==> src/rtl/ssd1306_pkg.sv <==
// rtl/ssd1306_pkg.sv - shared opcodes, addressing modes and FSM states for the SSD1306 SPI sink
package ssd1306_pkg;

  localparam logic [7:0] OP_SET_MODE    = 8'h20;
  localparam logic [7:0] OP_COL_ADDR    = 8'h21;
  localparam logic [7:0] OP_PAGE_ADDR   = 8'h22;
  localparam logic [7:0] OP_CONTRAST    = 8'h81;
  localparam logic [7:0] OP_CHARGE_PUMP = 8'h8D;
  localparam logic [7:0] OP_NORMAL      = 8'hA6;
  localparam logic [7:0] OP_INVERT      = 8'hA7;
  localparam logic [7:0] OP_MUX_RATIO   = 8'hA8;
  localparam logic [7:0] OP_DISP_OFF    = 8'hAE;
  localparam logic [7:0] OP_DISP_ON     = 8'hAF;
  localparam logic [7:0] OP_DISP_OFFSET = 8'hD3;
  localparam logic [7:0] OP_CLK_DIV     = 8'hD5;
  localparam logic [7:0] OP_PRECHARGE   = 8'hD9;
  localparam logic [7:0] OP_COM_PINS    = 8'hDA;
  localparam logic [7:0] OP_VCOMH       = 8'hDB;

  typedef enum logic [1:0] {
    MODE_HORZ = 2'b00,
    MODE_VERT = 2'b01,
    MODE_PAGE = 2'b10
  } mode_e;

  typedef enum logic [1:0] {
    CMD  = 2'd0,
    ARG1 = 2'd1,
    ARG2 = 2'd2
  } state_e;

  // Requests from the command decoder to the address generator.
  typedef enum logic [3:0] {
    AG_NONE,
    AG_ADVANCE,
    AG_MODE,
    AG_COL_START,
    AG_COL_END,
    AG_PAGE_START,
    AG_PAGE_END,
    AG_COL_LO,
    AG_COL_HI,
    AG_PAGE
  } ag_op_e;

endpackage

==> src/rtl/ssd1306_addr_gen.sv <==
// rtl/ssd1306_addr_gen.sv - column/page counters, window registers and auto-increment
module ssd1306_addr_gen
  import ssd1306_pkg::*;
#(
  parameter int COLS  = 128,
  parameter int PAGES = 8
) (
  input  logic                     clk,
  input  logic                     rst,
  input  ag_op_e                   op_i,
  input  logic [$clog2(COLS)-1:0]  arg_i,
  output logic [$clog2(COLS)-1:0]  col_o,
  output logic [$clog2(PAGES)-1:0] page_o
);

  localparam int CW = $clog2(COLS);
  localparam int PW = $clog2(PAGES);

  mode_e          mode_q, mode_d;
  logic [CW-1:0]  col_q, col_d, col_start_q, col_start_d, col_end_q, col_end_d;
  logic [PW-1:0]  page_q, page_d, page_start_q, page_start_d, page_end_q, page_end_d;
  logic [CW-1:0]  col_step;
  logic [PW-1:0]  page_step;

  // Wrap is by equality only, so an inverted window rolls through zero.
  assign col_step  = (col_q == col_end_q)   ? col_start_q  : col_q + CW'(1);
  assign page_step = (page_q == page_end_q) ? page_start_q : page_q + PW'(1);

  always_comb begin
    mode_d       = mode_q;
    col_d        = col_q;
    col_start_d  = col_start_q;
    col_end_d    = col_end_q;
    page_d       = page_q;
    page_start_d = page_start_q;
    page_end_d   = page_end_q;
    case (op_i)
      AG_ADVANCE: begin
        case (mode_q)
          MODE_HORZ: begin
            if (col_q == col_end_q) begin
              col_d  = col_start_q;
              page_d = page_step;
            end else begin
              col_d = col_q + CW'(1);
            end
          end
          MODE_VERT: begin
            if (page_q == page_end_q) begin
              page_d = page_start_q;
              col_d  = col_step;
            end else begin
              page_d = page_q + PW'(1);
            end
          end
          default: col_d = col_step;
        endcase
      end
      AG_MODE:       mode_d = (arg_i[1:0] == 2'b11) ? MODE_PAGE : mode_e'(arg_i[1:0]);
      AG_COL_START:  col_start_d = arg_i;
      AG_COL_END: begin
        col_end_d = arg_i;
        col_d     = col_start_q;
      end
      AG_PAGE_START: page_start_d = arg_i[PW-1:0];
      AG_PAGE_END: begin
        page_end_d = arg_i[PW-1:0];
        page_d     = page_start_q;
      end
      AG_COL_LO:     col_d[3:0] = arg_i[3:0];
      AG_COL_HI:     col_d[CW-1:4] = arg_i[CW-5:0];
      AG_PAGE:       page_d = arg_i[PW-1:0];
      default: ;
    endcase
  end

  always_ff @(posedge clk or negedge rst) begin
    if (!rst) begin
      mode_q       <= MODE_PAGE;
      col_q        <= '0;
      col_start_q  <= '0;
      col_end_q    <= CW'(COLS - 1);
      page_q       <= '0;
      page_start_q <= '0;
      page_end_q   <= PW'(PAGES - 1);
    end else begin
      mode_q       <= mode_d;
      col_q        <= col_d;
      col_start_q  <= col_start_d;
      col_end_q    <= col_end_d;
      page_q       <= page_d;
      page_start_q <= page_start_d;
      page_end_q   <= page_end_d;
    end
  end

  assign col_o  = col_q;
  assign page_o = page_q;

endmodule

==> src/rtl/ssd1306_spi_sink.sv <==
// rtl/ssd1306_spi_sink.sv - SSD1306 SPI front end: deserialiser, command FSM, framebuffer writes
module ssd1306_spi_sink
  import ssd1306_pkg::*;
#(
  parameter int COLS        = 128,
  parameter int PAGES       = 8,
  parameter int FB_ADDR_LEN = 10
) (
  input  logic                   clk,
  input  logic                   rst,
  input  logic                   sck,
  input  logic                   mosi,
  input  logic                   cs_n,
  input  logic                   dc,
  output logic                   fb_we,
  output logic [FB_ADDR_LEN-1:0] fb_addr,
  output logic [7:0]             fb_data,
  output logic                   disp_on,
  output logic                   invert,
  output logic [7:0]             contrast
);

  localparam int CW = $clog2(COLS);
  localparam int PW = $clog2(PAGES);

  logic                   sck_q;
  logic [2:0]             bit_cnt_q, bit_cnt_d;
  logic [6:0]             shreg_q, shreg_d;
  state_e                 state_q, state_d;
  logic [7:0]             pend_q, pend_d;
  logic                   fb_we_q, fb_we_d;
  logic [FB_ADDR_LEN-1:0] fb_addr_q, fb_addr_d;
  logic [7:0]             fb_data_q, fb_data_d;
  logic                   disp_on_q, disp_on_d;
  logic                   invert_q, invert_d;
  logic [7:0]             contrast_q, contrast_d;

  logic                   sck_rise, byte_done;
  logic [7:0]             rx_byte;
  ag_op_e                 ag_op;
  logic [CW-1:0]          col;
  logic [PW-1:0]          page;

  assign sck_rise  = sck & ~sck_q & ~cs_n;
  assign byte_done = sck_rise && (bit_cnt_q == 3'd7);
  assign rx_byte   = {shreg_q, mosi};

  ssd1306_addr_gen #(.COLS(COLS), .PAGES(PAGES)) u_addr_gen (
    .clk    (clk),
    .rst    (rst),
    .op_i   (ag_op),
    .arg_i  (rx_byte[CW-1:0]),
    .col_o  (col),
    .page_o (page)
  );

  always_comb begin
    bit_cnt_d  = bit_cnt_q;
    shreg_d    = shreg_q;
    state_d    = state_q;
    pend_d     = pend_q;
    fb_we_d    = 1'b0;
    fb_addr_d  = fb_addr_q;
    fb_data_d  = fb_data_q;
    disp_on_d  = disp_on_q;
    invert_d   = invert_q;
    contrast_d = contrast_q;
    ag_op      = AG_NONE;

    if (cs_n) begin
      bit_cnt_d = 3'd0;
    end else if (sck_rise) begin
      shreg_d   = rx_byte[6:0];
      bit_cnt_d = bit_cnt_q + 3'd1;
    end

    if (byte_done) begin
      if (dc) begin
        // A data byte always lands, even if a command argument was pending.
        fb_we_d   = 1'b1;
        fb_addr_d = FB_ADDR_LEN'(page) * FB_ADDR_LEN'(COLS) + FB_ADDR_LEN'(col);
        fb_data_d = rx_byte;
        ag_op     = AG_ADVANCE;
        state_d   = CMD;
      end else begin
        case (state_q)
          CMD: begin
            case (rx_byte)
              OP_SET_MODE, OP_COL_ADDR, OP_PAGE_ADDR, OP_CONTRAST,
              OP_CHARGE_PUMP, OP_MUX_RATIO, OP_DISP_OFFSET, OP_CLK_DIV,
              OP_PRECHARGE, OP_COM_PINS, OP_VCOMH: begin
                state_d = ARG1;
                pend_d  = rx_byte;
              end
              OP_DISP_OFF: disp_on_d = 1'b0;
              OP_DISP_ON:  disp_on_d = 1'b1;
              OP_NORMAL:   invert_d  = 1'b0;
              OP_INVERT:   invert_d  = 1'b1;
              default: begin
                if (rx_byte[7:4] == 4'h0)        ag_op = AG_COL_LO;
                else if (rx_byte[7:3] == 5'b00010) ag_op = AG_COL_HI;
                else if (rx_byte[7:3] == 5'b10110) ag_op = AG_PAGE;
              end
            endcase
          end
          ARG1: begin
            state_d = CMD;
            case (pend_q)
              OP_SET_MODE:  ag_op = AG_MODE;
              OP_CONTRAST:  contrast_d = rx_byte;
              OP_COL_ADDR: begin
                ag_op   = AG_COL_START;
                state_d = ARG2;
              end
              OP_PAGE_ADDR: begin
                ag_op   = AG_PAGE_START;
                state_d = ARG2;
              end
              default: ;
            endcase
          end
          ARG2: begin
            state_d = CMD;
            if (pend_q == OP_COL_ADDR)       ag_op = AG_COL_END;
            else if (pend_q == OP_PAGE_ADDR) ag_op = AG_PAGE_END;
          end
          default: state_d = CMD;
        endcase
      end
    end
  end

  always_ff @(posedge clk or negedge rst) begin
    if (!rst) begin
      sck_q      <= 1'b0;
      bit_cnt_q  <= 3'd0;
      shreg_q    <= 7'd0;
      state_q    <= CMD;
      pend_q     <= 8'd0;
      fb_we_q    <= 1'b0;
      fb_addr_q  <= '0;
      fb_data_q  <= 8'd0;
      disp_on_q  <= 1'b0;
      invert_q   <= 1'b0;
      contrast_q <= 8'h7F;
    end else begin
      sck_q      <= sck;
      bit_cnt_q  <= bit_cnt_d;
      shreg_q    <= shreg_d;
      state_q    <= state_d;
      pend_q     <= pend_d;
      fb_we_q    <= fb_we_d;
      fb_addr_q  <= fb_addr_d;
      fb_data_q  <= fb_data_d;
      disp_on_q  <= disp_on_d;
      invert_q   <= invert_d;
      contrast_q <= contrast_d;
    end
  end

  assign fb_we    = fb_we_q;
  assign fb_addr  = fb_addr_q;
  assign fb_data  = fb_data_q;
  assign disp_on  = disp_on_q;
  assign invert   = invert_q;
  assign contrast = contrast_q;

endmodule

==> config.mk <==
export PLATFORM = sky130hd
export DESIGN_NAME = ssd1306_spi_sink
export DESIGN_NICKNAME = d
export VERILOG_FILES = /design/src/rtl/ssd1306_pkg.sv /design/src/rtl/ssd1306_addr_gen.sv /design/src/rtl/ssd1306_spi_sink.sv
export SDC_FILE = /design/constraint.sdc
export NUM_CORES = 1
export LEC_CHECK = 0
export BUFFER_PORTS_ARGS = -buffer_cell sky130_fd_sc_hd__clkbuf_2
export CORE_UTILIZATION = 40
export CTS_BUF_LIST = sky130_fd_sc_hd__clkbuf_2
export CTS_CLUSTER_SIZE = 10
export DETAILED_ROUTE_END_ITERATION = 10
export PLACE_DENSITY_LB_ADDON = 0.2
export SLEW_MARGIN = 0
export SYNTH_ARGS = -nofsm -noshare
export SYNTH_HDL_FRONTEND = slang
export SYNTH_SLANG_ARGS = --single-unit
==> constraint.sdc <==
create_clock -name clk -period 5.62 [get_ports clk]
set_input_delay 1.124 -clock clk [delete_from_list [all_inputs] [get_ports clk]]
set_output_delay 1.124 -clock clk [all_outputs]
set_load 0.01 [all_outputs]
==> impl_metrics.csv <==
group,metric,value,unit
global_route,grt_max_degree,83,
sta,final.setup.tns,0,ns
final_layout,final_common_cell,"dfrtp_1",
critical_path,critical_path.cell_chain,"ha_1, ha_1, and4bb_2, nand2_1, nor2_1, o21a_1, or4_1, o311a_1, o21ai_1",
final_layout,post-route-util,44.6,%
route,wl_per_cell,16.6,µm
critical_path,max_stage_delay,0.76,ns
synth,ys_ff_latch,82,
critical_path,crit_required,6.09,ns
route,dr_total_vias,2981,
clocking,cts-htree-levels,3,
final_layout,nNetsFinal,411,
clocking,cts_made_buffers,9,
synth,syn_inst,375,
place,dp_hpwl,6040,µm
critical_path,endpoint_kind,"flop",
floorplan,boundaryPins,35,
clocking,postCtsResizedCells,0,
synth,syn_area_per_cell,11.2,µm²
place,gp_congestion,0.864,
job,max-cap-violations,0,
pwr,vdd_drop_max,173,µV
clocking,cts_tree,"done",
final_layout,drive_gt1_share,33.5,%
sta,slew_violations,0,
final_layout,diodes,0,
pwr,seqPwrFrac,60.6,%
critical_path,worst_setup_path_start_kind,"flop",
critical_path,cp_top_family,"simple AND/OR/NAND/NOR gates",
clocking,clkSinkCount,82,
pwr,p_leak,2.05,nW
critical_path,r2r-start,"bit_cnt_q[0]",
place,io_buffers,34,
floorplan,fp.dieW,104,µm
floorplan,std_cell_rows,37,
hold_path,min_path_type,"reg -> reg",
pwr,p_switching,0.360,mW
synth,synth_edf_count,0,
critical_path,reg2reg_slack,2.45,ns
floorplan,dieArea,0.0109,mm²
synth,yosysUniqueCellTypes,64,
pwr,p_comb_share,9.3,%
run_status,status,"finished clean",
pwr,pwr-share-clk,30.0,%
floorplan,die_height,104,µm
route,drc,0,
sta,finalSetupViolations,0,
sta,fmax,316,MHz
critical_path,path_buf_inv,0,
final_layout,final_cell_mix,"dfrtp_1, mux2_2, clkbuf_2, nand2_1, nor2_1",
sta,timing.final.crit_share,56.3,%
route,detail-route-antenna-nets,0,
route,initialDrtViolationCount,164,
critical_path,cp_max_fo,26,
sta,fin_worst_skew,0.0276,ns
floorplan,coreArea,0.0102,mm²
sta,maxSlewHeadroom,30.7,%
clocking,worst_skew_pair.late_latency,0.54,ns
clocking,cts-hold-fix-buffers,0,
final_layout,final_cell_area,0.00456,mm²
clocking,post-cts-setup-buffers,0,
final_layout,fillers,994,
clocking,clkTransAtPathRegs,0.25,ns
hold_path,worstHoldStart,"u_addr_gen.page_end_q[1]",
synth,seq_area_frac_synth,49.5,%
pwr,p_sw_share,32.1,%
sta,final_hold_viol_count,0,
synth,synth_area,0.00419,mm²
floorplan,initial_utilization,41.0,%
route,wirelength,9010,µm
synth,yosysWarnings,0,
route,drt_pass1_iterations,4,
critical_path,worst-setup-path-type,"reg -> reg",
critical_path,worst_path_most_repeated_cell,"ha_1",
critical_path,arrival,3.64,ns
clocking,clock_path_buffers,2,
synth,synthArstFlopShare,100,%
global_route,grt_usage,17.6,%
global_route,grt-ovfl-total,0,
critical_path,startpoint,"bit_cnt_q[0]",
critical_path,slowest_stage,"nand2_1",
final_layout,syn_to_final_growth,8.87,%
sta,period_needed,3.17,ns
synth,synth_fp_nets,385,
clocking,cts-root-buf,"clkbuf_2",
route,vias_per_cell,5.50,
global_route,grt_first_pass_wirelength,15200,µm
pwr,p_int,0.762,mW
pwr,p_per_area,246,mW/mm²
global_route,grt_pass1_vias,2892,
global_route,antenna_found_initial,0,
place,postPlaceCellArea,0.00444,mm²
sta,rsz0062_at_grt,"false",
sta,worst_pin_slew,1.04,ns
synth,synth-main-ff-cell,"dfrtp_1",
synth_stat cells (4+ instances only):
| master | n | area (µm²) |
|---|---|---|
| dfstp_2 | 18 | 473 |
| mux2_2 | 50 | 563 |
| o21ai_1 | 4 | 20.0 |
| xnor2_1 | 9 | 78.8 |
| nor4_1 | 4 | 25.0 |
| and3_1 | 4 | 25.0 |
| o21ai_0 | 20 | 100 |
| inv_1 | 8 | 30.0 |
| nand2b_1 | 4 | 25.0 |
| clkbuf_1 | 11 | 41.3 |
| nand2_1 | 37 | 139 |
| o22ai_1 | 5 | 31.3 |
| ha_1 | 4 | 50.1 |
| a21oi_1 | 10 | 50.1 |
| dfrtp_1 | 64 | 1600 |
| xor2_1 | 4 | 35.0 |
| nor2_1 | 24 | 90.1 |
| nand3_1 | 8 | 40.0 |
| nor2b_1 | 5 | 31.3 |
| nand4_1 | 5 | 31.3 |
cell families after synthesis:
family                     count (synthesis)  share of synthesized area [%]
adders and majority gates                  4                           1.19
buffers and inverters                     27                           3.07
muxes                                     53                           14.1
AOI/OAI and AO/OA                         77                           13.0
DFF                                       82                           49.5
xor gates and xnor gates                  13                           2.72
and+or+nand+nor                          119                           16.4
through the flow:
step	hold slack [ns]	total power [mW]	setup WS, ns	std cells
floorplan	0.446	0.744	2.78	375
global placement	0.456	0.792	2.14	526
detailed placement	0.457	0.795	2.01	526
CTS	0.486	1.14	2.43	542
global route	0.514	1.18	2.22	542
finish	0.485	1.12	2.45	542
cell type report:
cell class | count | area [µm²] | area share, %
Multi-Input combinational cell | 266 | 1990 | 43.6
Clock inverter | 7 | 82.6 | 1.81
Timing Repair Buffer | 34 | 173 | 3.78
Tap cell | 136 | 170 | 3.73
Clock buffer | 9 | 45.0 | 0.987
Sequential cell | 82 | 2070 | 45.5
Inverter | 8 | 30.0 | 0.658
final timing paths:
check | end | cells past startpoint
max | u_addr_gen.page_o[2] | 9
min in group asynchronous | fb_addr[9] | 1
min | u_addr_gen.page_end_q[1] | 2
min reg2reg | u_addr_gen.page_end_q[1] | 2
max reg2reg | u_addr_gen.page_o[2] | 9
max in group asynchronous | u_addr_gen.col_o[2] | 1
power by group through the flow:
| stage | sequential [mW] | combinational, mW | clock, mW |
|---|---|---|---|
| floorplan | 0.634 | 0.110 | 0 |
| global placement | 0.689 | 0.103 | 0 |
| detailed placement | 0.690 | 0.105 | 0 |
| CTS | 0.680 | 0.105 | 0.353 |
| global route | 0.688 | 0.120 | 0.370 |
| finish | 0.681 | 0.104 | 0.337 |
worst reg2reg max path, delay by kind of cell (launching register included):
family | cells | cell delay, ns
fa+ha+maj | 2 | 0.43
compound gates | 3 | 0.62
simple gates | 4 | 1.62
flops | 1 | 0.45
state kept, by name (all words and copies together), names as in the netlist:
register,count
pend_q,8
u_addr_gen.page_start_q,3
u_addr_gen.col_start_q,7
fb_data,8
bit_cnt_q,3
fb_addr,10
invert,1
fb_we,1
shreg_q,7
u_addr_gen.page_o,3
u_addr_gen.page_end_q,3
u_addr_gen.mode_q,2
u_addr_gen.col_end_q,7
disp_on,1
state_q,2
sck_q,1
contrast,8
u_addr_gen.col_o,7
routing by layer:
| layer | vias to the layer above | GRT usage (%) | wire length (µm) |
|---|---|---|---|
| met4 | 0 | 5.82 | 125 |
| met3 | 13 | 2.94 | 382 |
| met5 | - | 0 | 0 |
| li1 | 1419 | - | - |
| met2 | 90 | 27.0 | 4020 |
| met1 | 1459 | 25.2 | 4480 |
(Power assumes the default switching activity.)
